`src/rtl/mpt_plb.sv`:
```
// Protection Lookaside Buffer: fully-associative cache of {SDID, SPA page} -> MPT permissions.
// Optional build macro MPT_PLB_PERF_CNT_EN adds 32-bit hit/miss counter ports.

package mpt_plb_pkg;
    localparam int XLEN     = 64;
    localparam int SDID_LEN = 6;
    localparam int PPN_W    = XLEN - 12;

    typedef enum logic [1:0] {
        ACC_NONE  = 2'd0,
        ACC_READ  = 2'd1,
        ACC_WRITE = 2'd2,
        ACC_EXEC  = 2'd3
    } mpt_access_e;

    // Bit 0 = read, bit 1 = write, bit 2 = execute.
    typedef enum logic [2:0] {
        ALLOW_NONE = 3'd0,
        ALLOW_R    = 3'd1,
        ALLOW_W    = 3'd2,
        ALLOW_RW   = 3'd3,
        ALLOW_X    = 3'd4,
        ALLOW_RX   = 3'd5,
        ALLOW_WX   = 3'd6,
        ALLOW_RWX  = 3'd7
    } mpt_permissions_e;

    typedef struct packed {
        logic [SDID_LEN-1:0] sdid;
        logic [XLEN-1:0]     spa;
        mpt_access_e         access_type;
    } plb_lookup_req_t;

    typedef struct packed {
        logic [SDID_LEN-1:0] sdid;
        logic [XLEN-1:0]     spa;
        mpt_permissions_e    perms;
    } plb_entry_t;
endpackage

module mpt_plb
    import mpt_plb_pkg::*;
#(
    parameter int NUM_ENTRIES = 8
) (
    input  logic                clk_i,
    input  logic                rst_ni,
    input  logic                lookup_valid_i,
    output logic                lookup_ready_o,
    input  plb_lookup_req_t     lookup_req_i,
    output logic                resp_valid_o,
    input  logic                resp_ready_i,
    output logic                resp_hit_o,
    output logic                resp_allow_o,
    output logic [2:0]          resp_perms_o,
    input  logic                fill_valid_i,
    input  plb_entry_t          fill_entry_i,
    input  logic                flush_i,
    input  logic                flush_sdid_valid_i,
    input  logic [SDID_LEN-1:0] flush_sdid_i
`ifdef MPT_PLB_PERF_CNT_EN
    ,
    output logic [31:0]         hit_cnt_o,
    output logic [31:0]         miss_cnt_o
`endif
);
    localparam int PTR_W = $clog2(NUM_ENTRIES);

    typedef enum logic [1:0] {ST_IDLE, ST_RESP, ST_FLUSH} state_e;

    state_e                state_q, state_d;
    logic [NUM_ENTRIES-1:0] valid_q, valid_d;
    logic [SDID_LEN-1:0]   ent_sdid_q  [NUM_ENTRIES];
    logic [PPN_W-1:0]      ent_ppn_q   [NUM_ENTRIES];
    mpt_permissions_e      ent_perms_q [NUM_ENTRIES];
    logic [PTR_W-1:0]      repl_ptr_q, repl_ptr_d;
    logic                  flush_pend_q, flush_pend_d;
    logic                  flush_all_q, flush_all_d;
    logic [SDID_LEN-1:0]   flush_sdid_q, flush_sdid_d;
    logic [PTR_W-1:0]      flush_cnt_q, flush_cnt_d;
    logic                  resp_hit_q, resp_hit_d;
    logic                  resp_allow_q, resp_allow_d;
    mpt_permissions_e      resp_perms_q, resp_perms_d;

    logic                  lk_hit, lk_allow;
    mpt_permissions_e      lk_perms;
    logic                  lookup_fire;
    logic                  fill_en, fill_match, fill_free;
    logic [PTR_W-1:0]      fill_match_idx, fill_free_idx, fill_idx;
    logic                  flush_done;

    // Page-offset bits never take part in a tag compare.
    logic unused_offset_bits;
    assign unused_offset_bits = ^{lookup_req_i.spa[11:0], fill_entry_i.spa[11:0]};

    // NOTE: every always_comb assigns a default first so no path leaves a variable unassigned (no latches).
    always_comb begin
        lk_hit   = 1'b0;
        lk_perms = ALLOW_NONE;
        for (int i = 0; i < NUM_ENTRIES; i++) begin
            if (valid_q[i] && ent_sdid_q[i] == lookup_req_i.sdid &&
                ent_ppn_q[i] == lookup_req_i.spa[XLEN-1:12]) begin
                lk_hit   = 1'b1;
                lk_perms = ent_perms_q[i];
            end
        end
        unique case (lookup_req_i.access_type)
            ACC_READ:  lk_allow = lk_perms[0];
            ACC_WRITE: lk_allow = lk_perms[1];
            ACC_EXEC:  lk_allow = lk_perms[2];
            default:   lk_allow = 1'b0;
        endcase
    end

    // Fill victim: existing tag, else lowest free slot, else round-robin pointer.
    always_comb begin
        fill_match     = 1'b0;
        fill_match_idx = '0;
        fill_free      = 1'b0;
        fill_free_idx  = '0;
        for (int i = 0; i < NUM_ENTRIES; i++) begin
            if (valid_q[i] && ent_sdid_q[i] == fill_entry_i.sdid &&
                ent_ppn_q[i] == fill_entry_i.spa[XLEN-1:12] && !fill_match) begin
                fill_match     = 1'b1;
                fill_match_idx = PTR_W'(i);
            end
            if (!valid_q[i] && !fill_free) begin
                fill_free     = 1'b1;
                fill_free_idx = PTR_W'(i);
            end
        end
        fill_en    = fill_valid_i && (state_q != ST_FLUSH);
        fill_idx   = fill_match ? fill_match_idx : (fill_free ? fill_free_idx : repl_ptr_q);
        repl_ptr_d = (fill_en && !fill_match && !fill_free) ? repl_ptr_q + PTR_W'(1) : repl_ptr_q;
    end

    always_comb begin
        flush_done   = (state_q == ST_FLUSH) && (flush_cnt_q == PTR_W'(NUM_ENTRIES - 1));
        flush_cnt_d  = (state_q == ST_FLUSH) ? flush_cnt_q + PTR_W'(1) : '0;
        flush_pend_d = flush_pend_q;
        flush_all_d  = flush_all_q;
        flush_sdid_d = flush_sdid_q;
        if (flush_done) flush_pend_d = 1'b0;
        if (flush_i) begin
            if (flush_pend_d) begin
                flush_all_d = 1'b1;
            end else begin
                flush_pend_d = 1'b1;
                flush_all_d  = !flush_sdid_valid_i;
                flush_sdid_d = flush_sdid_i;
            end
        end

        valid_d = valid_q;
        if (fill_en) valid_d[fill_idx] = 1'b1;
        if (state_q == ST_FLUSH &&
            (flush_all_q || ent_sdid_q[flush_cnt_q] == flush_sdid_q)) begin
            valid_d[flush_cnt_q] = 1'b0;
        end
    end

    always_comb begin
        state_d = state_q;
        unique case (state_q)
            ST_IDLE: begin
                if (flush_pend_q)        state_d = ST_FLUSH;
                else if (lookup_valid_i) state_d = ST_RESP;
            end
            ST_RESP: begin
                if (resp_ready_i) begin
                    if (lookup_valid_i && !flush_pend_q) state_d = ST_RESP;
                    else if (flush_pend_q)               state_d = ST_FLUSH;
                    else                                 state_d = ST_IDLE;
                end
            end
            ST_FLUSH: begin
                if (flush_done) state_d = ST_IDLE;
            end
            default: state_d = ST_IDLE;
        endcase
    end

    always_comb begin
        lookup_ready_o = ((state_q == ST_IDLE) || (state_q == ST_RESP && resp_ready_i)) &&
                         !flush_pend_q && (state_q != ST_FLUSH);
        resp_valid_o   = (state_q == ST_RESP);
        lookup_fire    = lookup_valid_i && lookup_ready_o;
        resp_hit_d     = lookup_fire ? lk_hit   : resp_hit_q;
        resp_allow_d   = lookup_fire ? lk_allow : resp_allow_q;
        resp_perms_d   = lookup_fire ? lk_perms : resp_perms_q;
    end

    assign resp_hit_o   = resp_hit_q;
    assign resp_allow_o = resp_allow_q;
    assign resp_perms_o = resp_perms_q;

    // NOTE: sequential state uses non-blocking assignments so every register samples pre-edge values.
    always_ff @(posedge clk_i or negedge rst_ni) begin
        if (!rst_ni) begin
            state_q      <= ST_IDLE;
            valid_q      <= '0;
            repl_ptr_q   <= '0;
            flush_pend_q <= 1'b0;
            flush_all_q  <= 1'b0;
            flush_sdid_q <= '0;
            flush_cnt_q  <= '0;
            resp_hit_q   <= 1'b0;
            resp_allow_q <= 1'b0;
            resp_perms_q <= ALLOW_NONE;
        end else begin
            state_q      <= state_d;
            valid_q      <= valid_d;
            repl_ptr_q   <= repl_ptr_d;
            flush_pend_q <= flush_pend_d;
            flush_all_q  <= flush_all_d;
            flush_sdid_q <= flush_sdid_d;
            flush_cnt_q  <= flush_cnt_d;
            resp_hit_q   <= resp_hit_d;
            resp_allow_q <= resp_allow_d;
            resp_perms_q <= resp_perms_d;
        end
    end

    // NOTE: entry payload is not reset; the valid bits alone decide whether it is ever observed.
    always_ff @(posedge clk_i) begin
        if (fill_en) begin
            ent_sdid_q[fill_idx]  <= fill_entry_i.sdid;
            ent_ppn_q[fill_idx]   <= fill_entry_i.spa[XLEN-1:12];
            ent_perms_q[fill_idx] <= fill_entry_i.perms;
        end
    end

`ifdef MPT_PLB_PERF_CNT_EN
    logic [31:0] hit_cnt_q, miss_cnt_q;

    always_ff @(posedge clk_i or negedge rst_ni) begin
        if (!rst_ni) begin
            hit_cnt_q  <= '0;
            miss_cnt_q <= '0;
        end else if (lookup_fire) begin
            if (lk_hit) hit_cnt_q  <= hit_cnt_q + 32'd1;
            else        miss_cnt_q <= miss_cnt_q + 32'd1;
        end
    end

    assign hit_cnt_o  = hit_cnt_q;
    assign miss_cnt_o = miss_cnt_q;
`endif

endmodule

```
`config.mk`:
```
export PLATFORM = sky130hd
export DESIGN_NAME = mpt_plb
export DESIGN_NICKNAME = d
export VERILOG_FILES = /design/src/rtl/mpt_plb.sv
export SDC_FILE = /design/constraint.sdc
export NUM_CORES = 1
export LEC_CHECK = 0
export CAP_MARGIN = 20
export CELL_PAD_IN_SITES_DETAIL_PLACEMENT = 0
export CELL_PAD_IN_SITES_GLOBAL_PLACEMENT = 2
export CORE_MARGIN = 1.5
export CORE_UTILIZATION = 30
export DETAILED_ROUTE_END_ITERATION = 7
export PLACE_DENSITY_LB_ADDON = 0.25
export SLEW_MARGIN = 5
export SYNTH_ARGS = -nofsm -noshare
export SYNTH_HDL_FRONTEND = slang
export SYNTH_SLANG_ARGS = --single-unit
```
`constraint.sdc`:
```
create_clock -name clk_i -period 7.4 [get_ports clk_i]
set_input_delay 0.74 -clock clk_i [delete_from_list [all_inputs] [get_ports clk_i]]
set_output_delay 0.74 -clock clk_i [all_outputs]
set_load 0.05 [all_outputs]
```
## Yosys cells after proc, flatten, opt, wreduce, memory -nomap -nowiden

Memory sizes are Yosys's and may differ from the RTL's.
Index checks and enable logic that the tools add are counted.

- Register bits after elaboration: 29
- RAM bits: 488
- Input bits: 158
- Output and inout bits: 7
- Logic and storage cells: 221
- Memories kept: 3

Memory list:

| name | depth | width | read ports | clocked after Yosys merged registers in | wr ports | line | text |
|---|---|---|---|---|---|---|---|
| ent_ppn_q | 8 | 52 | 8 | 0 | 1 | 74 | `logic [PPN_W-1:0] ent_ppn_q [NUM_ENTRIES];` |
| ent_sdid_q | 8 | 6 | 9 | 0 | 1 | 73 | `logic [SDID_LEN-1:0] ent_sdid_q [NUM_ENTRIES];` |
| ent_perms_q | 8 | 3 | 8 | 0 | 1 | 75 | `mpt_permissions_e ent_perms_q [NUM_ENTRIES];` |

- $add $sub $neg: 2
- $lt $le $gt $ge: 4
- Eq/ne operators: 43
- Muxes and demuxes: 68
- Bitwise logic cells: 4
- Reduce and logical (&&, ||, !) cells: 87

Operator list:

| kind | count |
|---|---|
| equality test 52 bit | 16 |
| equality test 6 bit | 17 |
| 2-to-1 mux 3 bit | 23 |
| logical AND 1 bit | 58 |
| 2-to-1 mux 1 bit | 33 |
| zero test 1 bit | 24 |
| 2-to-1 mux 8 bit | 2 |
| 2-to-1 mux 2 bit | 6 |
| AND 8 bit | 1 |
| < comparator 3 x 4 -> 1 bit (second input constant) | 2 |
| inverter 8 bit | 1 |
| OR 8 bit | 1 |
| adder 3 x 1 -> 3 bit (second input constant) | 2 |
| demux 1 bit (select 3 bit) | 2 |
| equality test 2 bit (second input constant) | 3 |
| >= comparator 3 x 1 -> 1 bit (second input constant) | 2 |
| one-hot mux 2 bit (3 select lines) | 1 |
| equality test 2 x 1 -> 1 bit (second input constant) | 2 |
| != test 2 bit (second input constant) | 2 |
| equality test 3 bit (second input constant) | 1 |
| != test 3 bit (second input constant) | 1 |
| one-hot mux 1 bit (3 select lines) | 1 |
| AND reduction 3 bit | 1 |
| zero test 2 bit | 1 |
| other kinds (4) | 5 |

## Depth between registers and ports, before layout

Gate-level depths: netlist of the first run.
An unclocked memory read counts as a cell.

- Word-level depth: 35
- Gate-level depth with buffers: 12
- Mapped depth without buffers: 10

## Worst setup path after synthesis of the first run

No wires, ideal clock.

- Kind: input to register
- From: input fill_entry_i[49] in the netlist's numbering
- To: register valid_q[6]
- Library setup time: 76 ps
- Data arrival time: 6,040 ps
- Data required time: 7,324 ps
- Slack: 1,284 ps
- Cell stages on the path: 11
- Path buffers: 1
- Cell sequence: buf_4 -> nor2b_1 -> a2111oi_0 -> nand4_1 -> or4_1 -> or2_0 -> and4_1 -> a211oi_1 -> nand2b_1 -> nor2b_1 -> o32a_1

- Word-level cells in the longest chain between the ends: 33
- Elaborated cells on any way between the ends: 55
- Classes of those cells: order compare: 2; eq/ne: 8; mux: 20; bitwise: 2; reduce/logical: 23

RTL lines:

| what | line | text |
|---|---|---|
| start: declaration | 57 | `input plb_entry_t fill_entry_i,` |
| equality test 52 bit | 123 | `ent_ppn_q[i] == fill_entry_i.spa[XLEN-1:12] && !fill_match) begin` |
| logical AND 1 bit | 122 | `if (valid_q[i] && ent_sdid_q[i] == fill_entry_i.sdid &&` |
| 2-to-1 mux 1 bit | 122 |  |
| zero test 1 bit | 123 |  |
| logical AND 1 bit | 123 |  |
| 2-to-1 mux 1 bit | 122 |  |
| zero test 1 bit | 123 |  |
| logical AND 1 bit | 123 |  |
| [18 not listed] | n/a |  |
| logical AND 1 bit (not written as such) | 155 | `if (fill_en) valid_d[fill_idx] = 1'b1;` |
| 2-to-1 mux 1 bit (not written as such) | 155 |  |
| demux 1 bit (select 3 bit) * | 155 |  |
| OR 8 bit (no source line) * | n/a |  |
| 2-to-1 mux 8 bit * | 155 |  |
| AND 8 bit (no source line) | n/a |  |
| 2-to-1 mux 8 bit * | 156 | `if (state_q == ST_FLUSH &&` |
| via valid_d[6] | 72 | `logic [NUM_ENTRIES-1:0] valid_q, valid_d;` |
| end signal: assignment | 212 | `valid_q <= valid_d;` |
| end: declaration | 72 |  |

Mark *: on every way through the listed nets, which the timed path passes. The rest lies on a longest branch.
A chain may end at the register's enable or synchronous reset.

## Final worst setup path of the first run

- From: input fill_entry_i[61] in the netlist's numbering
- To: memory ent_ppn_q[6][26] in the netlist's numbering (enable)

- Word-level cells in the longest chain between the ends: 25
- Elaborated cells on any way between the ends: 46
- Classes of those cells: eq/ne: 8; mux: 16; reduce/logical: 22

RTL lines:

| what | line | text |
|---|---|---|
| equality test 52 bit | 123 |  |
| logical AND 1 bit | 122 |  |
| 2-to-1 mux 1 bit | 122 |  |
| zero test 1 bit | 123 |  |
| logical AND 1 bit | 123 |  |
| 2-to-1 mux 1 bit | 122 |  |
| zero test 1 bit | 123 |  |
| logical AND 1 bit | 123 |  |
| [9 not listed] | n/a |  |
| 2-to-1 mux 1 bit | 122 |  |
| zero test 1 bit | 123 |  |
| logical AND 1 bit | 123 |  |
| 2-to-1 mux 1 bit | 122 |  |
| zero test 1 bit | 123 |  |
| logical AND 1 bit | 123 |  |
| 2-to-1 mux 3 bit or 2-to-1 mux 1 bit (tied branches) | 122 |  |
| 2-to-1 mux 3 bit * | 133 | `fill_idx = fill_match ? fill_match_idx : (fill_free ? fill_free_idx : repl_ptr_q);` |
| end: declaration | 74 |  |

Mark *: on every way between the ends. The rest lies on a longest branch, timed or not.

==> flow_summary.toml, run 1 <==
[worst_setup_path]
start_kind = "input port"
slowest_stage = "clkdlybuf4s50_1"
cp_data_required_time_ps = 7730
crit_fanout = 16
crit_path_max_incr_delay_ps = 1100
setup.worst_path.class = "in2reg"
critPathArrivalTime_ps = 6070
path_cells = "clkdlybuf4s50_1 -> xor2_1 -> nor4_1 -> buf_4 -> nand4_1 -> nor4_1 -> nand4_1 -> a21boi_0 -> o21ai_0 -> nand2_1 -> nor2b_4 -> buf_12"
endpoint_kind = "register"
rrSetupSlack_ps = 2510

[power_and_ir_drop]
p_leak_nw = 11.8
power_mw = 8.32
power_density_mw_per_mm2 = 233
seqPwrFrac_pct = 41.6
p_int_mw = 5.81
power_switching_mw = 2.51
clkPwrFrac_pct = 40.3
combPwrFrac_pct = 18.2
p_sw_share_pct = 30.2
peakVddDrop_mv = 0.164

[sta]
holdWs_ps = 154
finClkSkew_ps = 29.8
drv_slew = 0
finalCriticalPeriod_ps = 5740
tightest_slew_ps = 1280
rsz0062_at_grt = "false"
period_share_pct = 77.6
worst_slack_ps = 1660
hold_viol_final = 0
setup_tns_ps = 0
fmax_ghz = 0.174
maxSlewHeadroom_pct = 14.4
setup_violations = 0

[logic_synthesis]
synth_top_area_cell = "edfxtp_1"
synthCells = 2455
synthTopCellsByCount = "edfxtp_1, xnor2_1, xor2_1, nand4_1, nand2b_1"
ys_seq_area_share_pct = 52.4
synth_top_area_share_pct = 49.9
syn_nets = 2616
yosysMostFrequentCell = "edfxtp_1"
ys.flop_type = "edfxtp_1"
synth_area_leaders = "edfxtp_1, xnor2_1, xor2_1"
synth_async_sr_flop_share_pct = 5.61
avgSynthCellArea_um2 = 12.0
synth_area_mm2 = 0.0294
synth_seq_cells = 517
ys_types = 87
yosysWarnings = 0
synth_edf_count = 488

[floorplanning]
die_y_um = 316
fp-row-count = 114
dieWidth_um = 316
design.die.area_mm2 = 0.0997
start_util_pct = 30.3
core_area_mm2 = 0.0969
pin_count = 165

[final_layout]
multi_input_area_mm2 = 0.0130
seq_area_mm2 = 0.0154
final_layout_size_suffix_gt1_share_pct = 12.8
fillers = 9455
finish.cell_count_without_fillers = 4076
fin_nets = 2913
area_growth_pct = 21.8
fin_util_pct = 36.9
final_area_mm2 = 0.0358

[place]
io_buffers = 140
dp_hpwl_mm = 133
dp_slack_ps = 1350
dp_cells = 3958
placed_area_mm2 = 0.0336
gp_congestion = 1.05

[route]
drt-pass1-iter-count = 8
drt_iter0_markers = 3865
vias = 24300
routed_wl_mm = 176
drc = 10
avgViaCountPerCell = 5.96
antenna_left = 0
wire_per_inst_um = 43.3

[global_route]
grt_start_max_net_pins = 62
grt_pass1_vias = 22900
grt_overflow = 0
grt_util_all_layers_pct = 35.1
grt_antenna_before_repair = 14
grt_pass1_wl_mm = 227

[clock_network]
cts.root.buffer_cell = "clkbuf_16"
ctsResizeCount = 0
path_clk_slew_ps = 60
clockBufferDepth = 3
holdBufCountCts = 0
clock_latency_ps = 640
cts_sinks = 517
tritoncts = "done"
numCtsBuffers = 68
htree_levels = 3
postCtsSetupBuffers = 0

[status]
outcome = "finished with violations"
violations = "DRC"

[run]
drv_cap = 0

[worst_hold_path]
hp-class = "in2async"
==> final timing paths <==
kind,cells after the start,endpoint,startpoint
min in group clk_i,2,resp_hit_o$_DFFE_PN0P_,resp_hit_o$_DFFE_PN0P_
min,1,flush_sdid_q[0]$_DFFE_PN0P_,rst_ni
min reg2reg,2,resp_hit_o$_DFFE_PN0P_,resp_hit_o$_DFFE_PN0P_
max reg2reg,11,ent_ppn_q[6][26]$_DFFE_PP_,ent_sdid_q[6][3]$_DFFE_PP_
max in group asynchronous,1,state_q[0]$_DFFE_PN0P_,rst_ni
max,12,ent_ppn_q[6][26]$_DFFE_PP_,fill_entry_i[61]
==> cell type report <==
| type | count | share of cell area, % |
|---|---|---|
| clock buffer | 88 | 5.11 |
| tap | 1276 | 4.47 |
| sequential | 517 | 43.0 |
| multi-input combinational | 1705 | 36.5 |
| clock inverter | 26 | 0.843 |
| antenna | 4 | 0.0280 |
| inverter | 110 | 1.15 |
| timing repair buffer | 350 | 8.92 |
==> power by group through the flow <==
stage,clock network [mW],registers [mW],logic [mW]
2_1_floorplan,0,3.46,0.714
3_3_place_gp,0,3.51,1.47
3_5_place_dp,0,3.51,1.46
4_1_cts,3.39,3.45,1.47
5_1_grt,3.48,3.47,1.54
6_report,3.35,3.46,1.51
==> sequential cells by signal, summed over array words and instances, names as in the netlist <==
register,count
resp_hit_o,1
ent_ppn_q,416
ent_perms_q,24
flush_cnt_q,3
repl_ptr_q,3
ent_sdid_q,48
flush_all_q,1
resp_perms_o,3
resp_allow_o,1
flush_pend_q,1
state_q,2
valid_q,8
flush_sdid_q,6
==> placed cells by master, fill, tap and decap left out, types with 27 or more instances in the layout <==
| master | n |
|---|---|
| edfxtp_1 | 488 |
| o2111ai_1 | 31 |
| inv_1 | 109 |
| nand2b_1 | 150 |
| o22ai_1 | 28 |
| nand2_1 | 47 |
| xor2_1 | 299 |
| nor3_1 | 27 |
| nor4_1 | 116 |
| dfrtp_1 | 29 |
| xnor2_1 | 436 |
| nor2b_1 | 84 |
| clkbuf_16 | 69 |
| nor2_1 | 32 |
| nand4_1 | 175 |
| clkdlybuf4s50_1 | 127 |
| nand3_1 | 36 |
| buf_4 | 188 |
==> routing by layer <==
metal  share of wire [%]  GRT usage (%)  up-vias
met5              0.0074              0        -
met3                 9.6           7.69      395
met1                  41           47.7    12600
met4                 6.3           18.1        2
met2                  43           52.3     1690
li1                    -              -     9581
==> cells by family (layout without fill, tap and decap cells) <==
kind of cell | after synthesis | after routing | synth area share (%)
XOR/XNOR | 735 | 735 | 21.9
AO/OA/AOI/OAI | 192 | 192 | 5.38
AND/OR/NAND/NOR | 748 | 748 | 15.4
other | 0 | 4 | 0
adder cells (fa/ha/maj) | 3 | 3 | 0.128
flip-flops | 517 | 517 | 52.4
multiplexers | 27 | 27 | 1.30
buffers and inverters | 233 | 574 | 3.42
==> critical path: cells and delay by family <==
family                    cells  cell delay (ps)
buffers and inverters         3             1560
xor gates and xnor gates      1              390
and+or+nand+nor               6             2950
AOI/OAI and AO/OA             2              350
(Power assumes the default switching activity.)
==> inputs of run 2 (changes only) <==
Clock period 7.4 ns to 5.1 ns, I/O delays scaled along.
==> run 2 against run 1 <==
  * The flow still finishes with violations (DRC)
  * Critical path depth grew 3
  * Global-route usage increased by 0.60 points
  * Clock power up 46%
  * Clock skew fell by 3.7 ps
  * Sequential share of layout area fell by 2.1 points
  * Worst hold slack improved by 300 ps
  * Flip-flop and latch count unchanged
  * First-iteration DRC count increased by 0.88%
  * Critical endpoint is now ent_ppn_q[7][17]$_DFFE_PP_
  * Highest routed layer unchanged
==> flow_summary.toml, run 2 (synthesized netlist as in run 1, its figures left out) <==
[worst_hold_path]
min_path_cells = 2
hp-class = "in2reg"

[run]
drv_cap = 0

[global_route]
grt_start_max_net_pins = 46
grt_overflow = 0
grt_util_all_layers_pct = 35.7
grt_pass1_wl_mm = 232
grt_antenna_before_repair = 23
grt_pass1_vias = 24000

[final_layout]
final_area_mm2 = 0.0375
regMostFlops = "ent_ppn_q"
largest_reg_flops = 416
final_cell_mix = "edfxtp_1, xnor2_1, buf_4, xor2_1, nand4_1"
fin_util_pct = 38.8
finish.cell_count_without_fillers = 4262
fin_nets = 3093
final_common_cell = "edfxtp_1"
final_layout_size_suffix_gt1_share_pct = 18.0
area_growth_pct = 27.9
reg.largest.list = "ent_ppn_q: 416 flops, ent_sdid_q: 48 flops, ent_perms_q: 24 flops"

[sta]
hold_viol_final = 0
worst_slack_ps = 317
fmax_ghz = 0.209
drv_slew = 0
maxSlewHeadroom_pct = 24.4
holdWs_ps = 450
setup_violations = 0
finClkSkew_ps = 26.1
setup_tns_ps = 0
period_share_pct = 93.8
rsz0062_at_grt = "false"
finalCriticalPeriod_ps = 4780
tightest_slew_ps = 1120

[worst_setup_path]
r2r_cells = 13
crit_fanout = 14
setup.worst_path.class = "in2reg"
critPathArrivalTime_ps = 5110
endpoint_kind = "register"
cp_data_required_time_ps = 5430
start_kind = "input port"

[route]
routed_wl_mm = 179
antenna_left = 0
drc = 4
drt-pass1-iter-count = 8
avgViaCountPerCell = 5.82
drt_iter0_markers = 3899
vias = 24800
wire_per_inst_um = 42.1

[floorplanning]
fp-row-count = 114
core_area_mm2 = 0.0969
pin_count = 165
dieWidth_um = 316
design.die.area_mm2 = 0.0997
start_util_pct = 30.3
die_y_um = 316

[place]
dp_hpwl_mm = 142
dp_slack_ps = -142
placed_area_mm2 = 0.0353
dp_cells = 4138
io_buffers = 140
gp_congestion = 1.07

[clock_network]
htree_levels = 3
numCtsBuffers = 67
postCtsSetupBuffers = 0
path_clk_slew_ps = 60
clock_latency_ps = 640
ctsResizeCount = 0
cts.root.buffer_cell = "clkbuf_16"
cts_sinks = 517
tritoncts = "done"
holdBufCountCts = 1
clockBufferDepth = 3

[power_and_ir_drop]
peakVddDrop_mv = 0.248
power_density_mw_per_mm2 = 327
power_mw = 12.3
p_leak_nw = 12.8

[status]
outcome = "finished with violations"
violations = "DRC"
-- run 2: cell count changes in the layout (fill, tap and decap cells not counted), moves of 3 or more --
| cell | previous run | this run |
|---|---|---|
| buf_4 | 188 | 342 |
| buf_12 | 17 | 48 |
| clkdlybuf4s50_1 | 127 | 139 |
| buf_2 | 11 | 1 |
| clkinv_2 | 8 | 15 |
| clkbuf_1 | 16 | 10 |
| buf_16 | 3 | 0 |
| clkinvlp_4 | 0 | 3 |
-- run 2: metal layers --
| metal | up-vias | wire length (um) | global-route usage (%) |
|---|---|---|---|
| met5 | - | 70 | 0 |
| met3 | 302 | 19200 | 10.1 |
| met4 | 10 | 9160 | 15.1 |
| met2 | 1650 | 76000 | 52.7 |
| met1 | 12900 | 74800 | 48.8 |
| li1 | 9941 | - | - |
-- run 2: path summary, 6_finish.rpt --
path / from / to / slack [ps]
max reg2reg: ent_ppn_q[1][0]$_DFFE_PP_ / ent_ppn_q[7][17]$_DFFE_PP_ / 580
min in group asynchronous: rst_ni / flush_sdid_q[3]$_DFFE_PN0P_ / 480
max in group asynchronous: rst_ni / resp_hit_o$_DFFE_PN0P_ / 4150
min: flush_sdid_valid_i / flush_all_q$_DFFE_PN0P_ / 450
max: fill_entry_i[15] / ent_ppn_q[7][17]$_DFFE_PP_ / 320
min reg2reg: repl_ptr_q[2]$_DFFE_PN0P_ / repl_ptr_q[2]$_DFFE_PN0P_ / 480
-- run 2: critical path, cell delays in order --
cell and delay, ps:
clkdlybuf4s50_1 580, buf_4 290, xnor2_1 590, nand4_1 170, nor4_1 400, nand3_1 140, nor4_1 590, buf_4 300
a41oi_1 230, o21ai_0 310, nand2_1 220, buf_4 210, nor2_4 130, buf_12 200, buf_12 180
-- run 2: layout make-up --
cell class | instances | area [um2]
fillers | 9416 | 59300
flip-flops and latches | 517 | 15400
multi-input cells | 1705 | 13000
repair buffers | 531 | 4930
clock buffers | 82 | 1820
well taps | 1276 | 1600
inverters | 110 | 413
clock inverters | 39 | 362
diodes | 2 | 5.00
-- run 2: power by group --
part           leakage, nW  total, mW  switching [mW]  internal, mW
sequential            4.77       5.00           0.178          4.82
combinational         6.96       2.37            1.50         0.871
clock                 1.07       4.89            2.05          2.84
total                 12.8       12.3            3.73          8.53
